## config.mk

```make
export PLATFORM = sky130hd
export DESIGN_NAME = pc_gen_flat
export DESIGN_NICKNAME = d
export VERILOG_FILES = /design/src/rtl/pc_gen_if.sv /design/src/rtl/pc_gen.sv /design/src/flat_wrapper.sv
export SDC_FILE = /design/constraint.sdc
export NUM_CORES = 1
export LEC_CHECK = 0
export CAP_MARGIN = 40
export CORE_ASPECT_RATIO = 0.6
export CORE_MARGIN = 4
export CORE_UTILIZATION = 30
export CTS_BUF_LIST = sky130_fd_sc_hd__clkbuf_4 sky130_fd_sc_hd__clkbuf_8
export DETAILED_ROUTE_END_ITERATION = 16
export PLACE_DENSITY = 0.69
export SETUP_SLACK_MARGIN = 0.15
export SLEW_MARGIN = 20
export SYNTH_ARGS = -nofsm -noshare
export SYNTH_HDL_FRONTEND = slang
export SYNTH_SLANG_ARGS = --single-unit
```

## constraint.sdc

```tcl
create_clock -name clk -period 4.3 [get_ports clk]
set_input_delay 0.645 -clock clk [delete_from_list [all_inputs] [get_ports clk]]
set_output_delay 0.645 -clock clk [all_outputs]
set_load 0.02 [all_outputs]
```

## src/rtl/pc_gen_if.sv

```systemverilog
// Fetch-stage PC generator bus: next-PC candidates and control in, fetch address and status out.
// The master side is the pipeline; the slave side is pc_gen.
interface pc_gen_if #(
  parameter int unsigned WIDTH   = 32,
  parameter int unsigned NUM_SRC = 8,
  parameter int unsigned SEL_W   = 3
);
  logic [SEL_W-1:0]         next_pc_sel;
  logic [NUM_SRC*WIDTH-1:0] next_pc_in;
  logic                     stall;
  logic                     req_exc;
  logic                     eret;
  logic [WIDTH-1:0]         epc;
  logic                     imem_ready;
  logic [WIDTH-1:0]         pc_out;
  logic [WIDTH-1:0]         pc_plus4;
  logic                     fetch_exc;
  logic                     fetch_valid;
  logic                     busy;

  modport master (
    output next_pc_sel, next_pc_in, stall, req_exc, eret, epc, imem_ready,
    input  pc_out, pc_plus4, fetch_exc, fetch_valid, busy
  );

  modport slave (
    input  next_pc_sel, next_pc_in, stall, req_exc, eret, epc, imem_ready,
    output pc_out, pc_plus4, fetch_exc, fetch_valid, busy
  );
endinterface

```

## src/rtl/pc_gen.sv

```systemverilog
// Program-counter generator: picks the next fetch PC from NUM_SRC candidates, handles
// stall, exception entry, eret, and buffers one redirect while instruction memory is not ready.
//
// state | meaning
// RUN   | normal fetch; PC follows the selected candidate when memory is ready
// HOLD  | a redirect is buffered in pend, waiting for imem_ready with no stall
module pc_gen #(
  parameter int unsigned      WIDTH     = 32,
  parameter int unsigned      NUM_SRC   = 8,
  parameter int unsigned      SEL_W     = 3,
  parameter logic [WIDTH-1:0] RESET_VEC = 32'h0000_3000,
  parameter logic [WIDTH-1:0] EXC_VEC   = 32'h0000_4180,
  parameter logic [WIDTH-1:0] TEXT_LO   = 32'h0000_3000,
  parameter logic [WIDTH-1:0] TEXT_HI   = 32'h0000_6ffc
) (
  input logic        clk,
  input logic        reset,
  pc_gen_if.slave    bus
);

  typedef enum logic {RUN, HOLD} state_t;

  state_t           state_q, state_d;
  logic [WIDTH-1:0] pc_q, pc_d;
  logic [WIDTH-1:0] pend_q, pend_d;
  logic [WIDTH-1:0] pc_plus4;
  logic [WIDTH-1:0] cand;

  assign pc_plus4 = pc_q + WIDTH'(4);

  // Out-of-range selects fall back to sequential fetch.
  always_comb begin
    cand = pc_plus4;
    for (int i = 0; i < int'(NUM_SRC); i++) begin
      if (int'(bus.next_pc_sel) == i) begin
        cand = bus.next_pc_in[i*WIDTH +: WIDTH];
      end
    end
  end

  always_comb begin
    pc_d    = pc_q;
    pend_d  = pend_q;
    state_d = state_q;
    if (bus.req_exc) begin
      pc_d    = EXC_VEC;
      state_d = RUN;
    end else if (bus.eret) begin
      pc_d    = bus.epc;
      state_d = RUN;
    end else begin
      case (state_q)
        RUN: begin
          if (!bus.stall) begin
            if (bus.imem_ready) begin
              pc_d = cand;
            end else begin
              pend_d  = cand;
              state_d = HOLD;
            end
          end
        end
        HOLD: begin
          if (bus.imem_ready && !bus.stall) begin
            pc_d    = pend_q;
            state_d = RUN;
          end
        end
        default: state_d = RUN;
      endcase
    end
  end

  always_ff @(posedge clk) begin
    if (reset) begin
      pc_q    <= RESET_VEC;
      pend_q  <= '0;
      state_q <= RUN;
    end else begin
      pc_q    <= pc_d;
      pend_q  <= pend_d;
      state_q <= state_d;
    end
  end

  assign bus.pc_out      = pc_q;
  assign bus.pc_plus4    = pc_plus4;
  assign bus.fetch_exc   = (pc_q[1:0] != 2'b00) || (pc_q < TEXT_LO) || (pc_q > TEXT_HI);
  assign bus.fetch_valid = bus.imem_ready && !bus.fetch_exc && (state_q == RUN);
  assign bus.busy        = (state_q == HOLD);

endmodule

```

## src/flat_wrapper.sv

```systemverilog
// flat-port wrapper written by rule: the top's interface ports become plain ports
module pc_gen_flat 
#(
  parameter int unsigned      WIDTH     = 32,
  parameter int unsigned      NUM_SRC   = 8,
  parameter int unsigned      SEL_W     = 3,
  parameter logic [WIDTH-1:0] RESET_VEC = 32'h0000_3000,
  parameter logic [WIDTH-1:0] EXC_VEC   = 32'h0000_4180,
  parameter logic [WIDTH-1:0] TEXT_LO   = 32'h0000_3000,
  parameter logic [WIDTH-1:0] TEXT_HI   = 32'h0000_6ffc
)
  (clk, reset, bus_next_pc_sel, bus_next_pc_in, bus_stall, bus_req_exc, bus_eret, bus_epc, bus_imem_ready, bus_pc_out, bus_pc_plus4, bus_fetch_exc, bus_fetch_valid, bus_busy);
  pc_gen_if #(.WIDTH(WIDTH), .NUM_SRC(NUM_SRC), .SEL_W(SEL_W)) bus_i ();
  input logic clk;
  input logic reset;
  input wire logic [$bits(bus_i.next_pc_sel)-1:0] bus_next_pc_sel;
  input wire logic [$bits(bus_i.next_pc_in)-1:0] bus_next_pc_in;
  input wire logic [$bits(bus_i.stall)-1:0] bus_stall;
  input wire logic [$bits(bus_i.req_exc)-1:0] bus_req_exc;
  input wire logic [$bits(bus_i.eret)-1:0] bus_eret;
  input wire logic [$bits(bus_i.epc)-1:0] bus_epc;
  input wire logic [$bits(bus_i.imem_ready)-1:0] bus_imem_ready;
  output wire logic [$bits(bus_i.pc_out)-1:0] bus_pc_out;
  output wire logic [$bits(bus_i.pc_plus4)-1:0] bus_pc_plus4;
  output wire logic [$bits(bus_i.fetch_exc)-1:0] bus_fetch_exc;
  output wire logic [$bits(bus_i.fetch_valid)-1:0] bus_fetch_valid;
  output wire logic [$bits(bus_i.busy)-1:0] bus_busy;
  assign bus_i.next_pc_sel = bus_next_pc_sel;
  assign bus_i.next_pc_in = bus_next_pc_in;
  assign bus_i.stall = bus_stall;
  assign bus_i.req_exc = bus_req_exc;
  assign bus_i.eret = bus_eret;
  assign bus_i.epc = bus_epc;
  assign bus_i.imem_ready = bus_imem_ready;
  assign bus_pc_out = bus_i.pc_out;
  assign bus_pc_plus4 = bus_i.pc_plus4;
  assign bus_fetch_exc = bus_i.fetch_exc;
  assign bus_fetch_valid = bus_i.fetch_valid;
  assign bus_busy = bus_i.busy;
  pc_gen #(.WIDTH(WIDTH), .NUM_SRC(NUM_SRC), .SEL_W(SEL_W), .RESET_VEC(RESET_VEC), .EXC_VEC(EXC_VEC), .TEXT_LO(TEXT_LO), .TEXT_HI(TEXT_HI)) u_core (.clk(clk), .reset(reset), .bus(bus_i));
endmodule
```

Word-level counts from Yosys, hierarchy flattened
Index checks and enable logic that the tools add are counted.

storage, ports and cells
  register bits after elaboration = 65
  bits of input ports = 297
  output and inout port bits = 67
  logic and storage cells = 57

operators by class
  add/sub/neg operators = 1
  $lt $le $gt $ge = 2
  equal/unequal tests = 13
  mux-type cells = 18
  bitwise gates (word level) = 5
  reduce and logical (&&, ||, !) cells = 14

operators by type and width
  kind                                                             number
  two-way mux 32 bit                                               12
  case mux 32 bit (2 select lines)                                 1
  adder 32 x 3 -> 32 bit, second input constant                    1
  greater-than comparator 32 x 15 -> 1 bit, second input constant  1
  less-than comparator 32 x 14 -> 1 bit, second input constant     1
  two-way mux 15 bit                                               1
  == test 3 bit, second input constant                             4
  != test 4 bit, second input constant                             3
  != test 3 bit, second input constant                             3
  == test 3 x 2 -> 1 bit, second input constant                    2
  AND reduction 3 bit                                              2
  inverter 1 bit                                                   5
  AND reduction 5 bit                                              1
  == test 3 x 1 -> 1 bit, second input constant                    1
  logical AND 1 bit                                                3
  logical NOT 3 bit                                                1
  two-way mux 1 bit                                                3
  OR reduction 3 bit                                               1
  logical NOT 1 bit                                                2
  logical OR 1 bit                                                 2
  case mux 1 bit (2 select lines)                                  1
  nonzero test 2 bit                                               1
  OR reduction 2 bit                                               1

Logic depth before layout (Yosys ltp)
Gate-level depths: netlist (run 1).

  depth in word-level cells = 14
  depth in mapped cells = 10
  depth with buffers taken out = 7

Worst setup path after synthesis (run 1)
No wires, ideal clock.

  path type = register to output
  from = register u_core.pc_q[4], in the netlist u_core.bus.pc_out[4]
  to = output port bus_pc_plus4[29]
  data arrival time = 2013 ps
  data required time = 3655 ps
  slack = 1642 ps
  stages on the path, launching flop included = 6
  path buffers = 1
  cells stage by stage = dfxtp_1 -> nand3_2 -> or4_1 -> buf_2 -> or4_4 -> nand2_1

on the way
  cells in the longest elaborated chain, start to end = 1

ends and longest elaborated chain
  what                    line                RTL
  from (decl)             pc_gen.sv:24        logic [WIDTH-1:0] pc_q, pc_d;
  from (signal assigned)  pc_gen.sv:80        pc_q <= pc_d;
  adder 32 x 3 -> 32 bit  pc_gen.sv:29        assign pc_plus4 = pc_q + WIDTH'(4);
  to (decl)               flat_wrapper.sv:24  output wire logic [$bits(bus_i.pc_plus4)-1:0] bus_pc_plus4;

Every way passes these cells.

Worst setup path after layout (run 1)
  from = register u_core.pc_q[19], in the netlist u_core.bus.pc_out[19]
  to = output port bus_pc_plus4[29]

The elaborated chain is that of the path after synthesis.

==> flow_metrics.tcl, run 1 <==
set metrics [dict create \
    cts_root_buf "clkbuf_8" \
    worstRegToRegCells 6 \
    synth-seq-cells 65 \
    crit_end "bus_pc_plus4[29]" \
    regArea_um2 1300 \
    min_period_ns 3.79 \
    start_util 0.306 \
    synth_ff_type "dfxtp_1" \
    critical-path-slowest-cell "or4_1" \
    reg2reg_slack_ns 1.55 \
    tightest_slew_ns 0.841 \
    max_freq_mhz 264 \
    synth_top_area_frac 0.212 \
    slew_headroom 0.438 \
    cp.arrival_ns 3.15 \
    fin_skew_ns 0.0128 \
    yosysSeqAreaShare 0.212 \
    io_pins 364 \
    clockPowerShare 0.289 \
    status "finished clean" \
    drt_iter0_drc 639 \
    finalNetCount 1430 \
    rsz0062_at_grt "no" \
    internal_power_w 0.00144 \
    cts_buffer_depth 2 \
    switching_power_w 0.000681 \
    place_congestion 0.980 \
    setup_viol 0 \
    antennaDiodeCount 0 \
    wirelength_mm 32.0 \
    avgRoutedWirePerCell_um 22.7 \
    max_cap_violations 0 \
    io_buffers 363 \
    post_cts_resized 0 \
    ant_nets 0 \
    clkSinkCount 65 \
    viasPerCell 5.65 \
    maxSlewViolCount 0 \
    grt_usage 0.262 \
    peakVddDrop_mv 0.163 \
    netlist_area_um2 6130 \
    clk_pin_slew_worst_paths_ns 0.08 \
    critPathLaunchType "register" \
    netlist_top_cells_count "nor2_1 (88), o21ai_0 (77), dfxtp_1 (65)" \
    drive_above_1_share 0.0827 \
    grt_pass1_wl_mm 46.0 \
    worstPathCellList "nand4_1 -> or4_1 -> or4_4 -> nand2_1 -> clkdlybuf4s50_1" \
    synth_edf_count 0 \
    syn_to_final_growth_pct 66.2 \
    die_y_um 119 \
    cellPowerDensity_nw_per_um2 208 \
    critical-path-max-stage-delay_ns 0.71 \
    cp_max_fo 7 \
    synth_area_leaders "dfxtp_1 (21%), mux4_2 (9.2%), o21ai_0 (6.3%)" \
    yosysMostFrequentCell "nor2_1" \
    crit_start "u_core.bus.pc_out[19]" \
    grt-ovfl-total 0 \
    crit_type "register to primary output" \
    antenna_found_initial 0 \
    grt_max_degree 52 \
    ys_warn_count 0 \
    route.detailed.drc 0 \
    cts_setup_buffers 0 \
    cts_tree "built" \
    cp-end-kind "primary output" \
    coreArea_um2 20100 \
    seq_power_share 0.314 \
    power_frac_comb 0.398 \
    multi_input_area_um2 4460 \
    period_share 0.882 \
    syn_avg_cell_area_um2 7.61 \
    hpwl_mm 25.8 \
    dp.cells 1393 \
    vias 7969 \
    whs_path_depth 2 \
    synth_nets 1104 \
    stdcell_count 1410 \
    p_leak_nw 3.67 \
    numCtsBuffers 9 \
    rr_startpoint "u_core.bus.pc_out[19]" \
    synthArstFlopShare 0 \
    tns_ns 0 \
    swShare 0.321 \
    htreeDepth 3 \
    cp.required_ns 3.65 \
    die_x_um 193 \
    grt_pass1_vias 7801 \
    yosys.area.top_type "dfxtp_1" \
    fillerInstances 1903 \
    drt_first_pass_iters 6 \
    netlist_instances 806 \
    cts_hold_buf 0 \
    hold_viol 0 \
    die-area_um2 22900 \
    rows 40 \
    ys_types 69 \
    insertion_delay_ns 0.36 \
    hold_path.class "register to register" \
    r2r_end "u_core.bus.pc_out[31]" \
]
-- cell usage in the layout (no fill, tap or decap), types with 11 or more instances in the layout --
master / instances
a211oi_1: 32
a21oi_1: 60
a22oi_1: 19
and3_1: 11
buf_4: 25
clkdlybuf4s50_1: 360
dfxtp_1: 65
inv_1: 11
mux2i_1: 32
mux4_2: 25
nand2_1: 57
nand2b_1: 12
nand3_1: 22
nor2_1: 88
nor2b_1: 15
nor3_1: 18
o21ai_0: 77
o22ai_1: 15
xnor2_1: 15
xor2_1: 11
-- state kept, by name (all words and copies together), names as in the netlist, named ones only --
signal	flops
u_core.pend_q	32
u_core.bus.pc_out	32
-- power groups by stage --
stage / logic [W] / clock network, W / registers, W
2_1_floorplan: 0.000361 / 0 / 0.000683
3_3_place_gp: 0.000837 / 0 / 0.000677
3_5_place_dp: 0.000840 / 0 / 0.000679
4_1_cts: 0.000844 / 0.000615 / 0.000664
5_1_grt: 0.000900 / 0.000638 / 0.000669
6_report: 0.000844 / 0.000612 / 0.000666
-- critical path: cells and delay by family (launching register included) --
family / cells / cell delay [ns]
buf+inv: 1 / 0.62
flops: 1 / 0.51
simple gates: 4 / 1.66
-- layer usage --
metal  wire [µm]  up-vias  global-route usage
met5           0        -                   0
met4         683        0              0.0619
met3        3050       52              0.0590
met2       15100      407               0.438
met1       13200     3787               0.344
li1            -     3723                   -
-- per-stage QoR --
step                      setup slack, ns  total power [W]  instance area (µm²)  utilization  hold WS, ns
after global placement              0.960          0.00151                 9960        0.496        0.444
after CTS                           0.562          0.00212                10200        0.508        0.470
after global routing                0.432          0.00221                10200        0.508        0.484
after floorplan                      1.64          0.00104                 6130            -        0.436
final                               0.506          0.00212                10200        0.508        0.468
after detailed placement            0.959          0.00152                 9960        0.496        0.455
-- cell families after synthesis --
logic type,share of synthesized area
and+or+nand+nor,0.215
DFF,0.212
buffers and inverters,0.0622
adders and majority gates,0.00204
muxes,0.161
AOI/OAI and AO/OA,0.311
xor gates and xnor gates,0.0371
-- how the worst min path moves through the flow --
stage / startpoint / endpoint
after floorplan: u_core.pend_q[22] / u_core.pend_q[22]
after global placement: u_core.pend_q[22] / u_core.pend_q[22]
after detailed placement: u_core.pend_q[17] / u_core.pend_q[17]
after CTS: u_core.pend_q[22] / u_core.pend_q[22]
after global routing: u_core.pend_q[22] / u_core.pend_q[22]
final: u_core.pend_q[22] / u_core.pend_q[22]
-- area by class of cell --
type | count | area share
clock buffer | 10 | 0.0135
clock inverter | 6 | 0.00883
inverter | 13 | 0.00478
multi-input combinational | 655 | 0.437
sequential | 65 | 0.128
tap | 273 | 0.0335
timing repair buffer | 388 | 0.375
Power figures use the tool's default switching activity.
==> run 2, diff against run 1 <==
- PLACE_DENSITY: 0.69 -> 0.72
- clock period: 4.3 -> 3.35 ns (I/O delays scaled with it)
==> flow_metrics.tcl, run 2 (synthesis gave the netlist of run 1 again) <==
set metrics [dict create \
    reg2reg_slack_ns 0.59 \
    fillerInstances 1937 \
    die-area_um2 22900 \
    tns_ns 0 \
    layout.cells.most_common "clkdlybuf4s50_1" \
    setup_viol 0 \
    antennaDiodeCount 0 \
    ant_nets 0 \
    cts_tree "built" \
    io_pins 364 \
    multi_input_area_um2 4490 \
    crit_type "register to primary output" \
    wirelength_mm 33.1 \
    rsz0062_at_grt "no" \
    holdWs_ns 0.460 \
    place_congestion 1.02 \
    dp_slack_ns 0.393 \
    cts_buffer_depth 2 \
    hold_path.class "register to register" \
    die_y_um 119 \
    finalNetCount 1453 \
    maxSlewViolCount 0 \
    clk_pin_slew_worst_paths_ns 0.09 \
    grt_usage 0.276 \
    die_x_um 193 \
    grt_max_degree 70 \
    final_cell_mix "clkdlybuf4s50_1 (348), nor2_1 (88), o21ai_0 (77)" \
    regArea_um2 1310 \
    cp.arrival_ns 2.61 \
    coreArea_um2 20100 \
    fin_ws_ns 0.238 \
    max_freq_mhz 321 \
    min_period_ns 3.11 \
    slew_headroom 0.525 \
    cellPowerDensity_nw_per_um2 259 \
    start_util 0.306 \
    cp-end-kind "primary output" \
    io_buffers 363 \
    stdcell_count 1433 \
    vias 8146 \
    avgRoutedWirePerCell_um 23.1 \
    viasPerCell 5.68 \
    critPathLaunchType "register" \
    htreeDepth 3 \
    cp.required_ns 2.85 \
    dp.cells 1416 \
    max_cap_violations 0 \
    p_leak_nw 3.88 \
    grt_pass1_wl_mm 48.1 \
    syn_to_final_growth_pct 69.5 \
    cts_root_buf "clkbuf_8" \
    period_share 0.929 \
    hpwl_mm 27.1 \
    drt_iter0_drc 622 \
    rows 40 \
    drive_above_1_share 0.107 \
    drt_first_pass_iters 5 \
    grt-ovfl-total 0 \
    tightest_slew_ns 0.709 \
    hold_viol 0 \
    route.detailed.drc 0 \
    insertion_delay_ns 0.37 \
    clkSinkCount 65 \
    fin_skew_ns 0.0164 \
    numCtsBuffers 9 \
    peakVddDrop_mv 0.178 \
    finalPower_w 0.00269 \
    cp_max_fo 6 \
    grt_pass1_vias 7893 \
    antenna_found_initial 1 \
    status "finished clean" \
]
[run 2: final timing paths]
path,start,end,depth (start not counted)
worst min register to register,u_core.pend_q[22],u_core.pend_q[22],2
worst max register to register,u_core.bus.pc_out[2],u_core.bus.pc_out[14],8
worst max-delay path,u_core.bus.pc_out[2],bus_pc_plus4[12],5
worst min-delay path,u_core.pend_q[22],u_core.pend_q[22],2
[run 2: power by group]
group          internal, W  switching (W)  leakage (nW)
registers         0.000806      0.0000389         0.532
clock network     0.000356       0.000368         0.102
logic             0.000616       0.000505          3.25
total              0.00178       0.000912          3.88
[run 2: area by class of cell]
class	instances	share of cell area
inverter	13	0.00469
multi-input combinational	655	0.432
tap	273	0.0329
clock inverter	7	0.00806
clock buffer	9	0.0119
timing repair buffer	411	0.385
sequential	65	0.126
[run 2: routing by layer]
metal  vias up  wire, µm  part of all wire  GRT usage
met2       456     15500              0.47      0.456
met1      3873     13700              0.41      0.364
met3        41      3200             0.097     0.0652
li1       3774         -                 -          -
met4         2       706             0.021     0.0637
met5         -         7           0.00021          0
[run 2: per-stage QoR]
stage	utilization	area [µm²]
final	0.518	10400
after global routing	0.518	10400
after CTS	0.517	10400
after detailed placement	0.506	10100
after global placement	0.506	10100
after floorplan	-	6130
[run 2: worst max-delay path, stage by stage (launching register included)]
cell             delay (ns)
dfxtp_1                0.44
ha_2                   0.27
nand4_1                0.26
nor4_1                 0.46
or2_2                  0.19
clkdlybuf4s50_1        0.61
[run 2: what timing repair did]
| item | 4_1_cts | 5_1_grt |
|---|---|---|
| pin swaps | 1 | 1 |
| gates resized for setup | 14 | 6 |
| setup endpoints to repair | 13 | 5 |
| hold buffers | 0 | 0 |
| setup buffers | 1 | 0 |
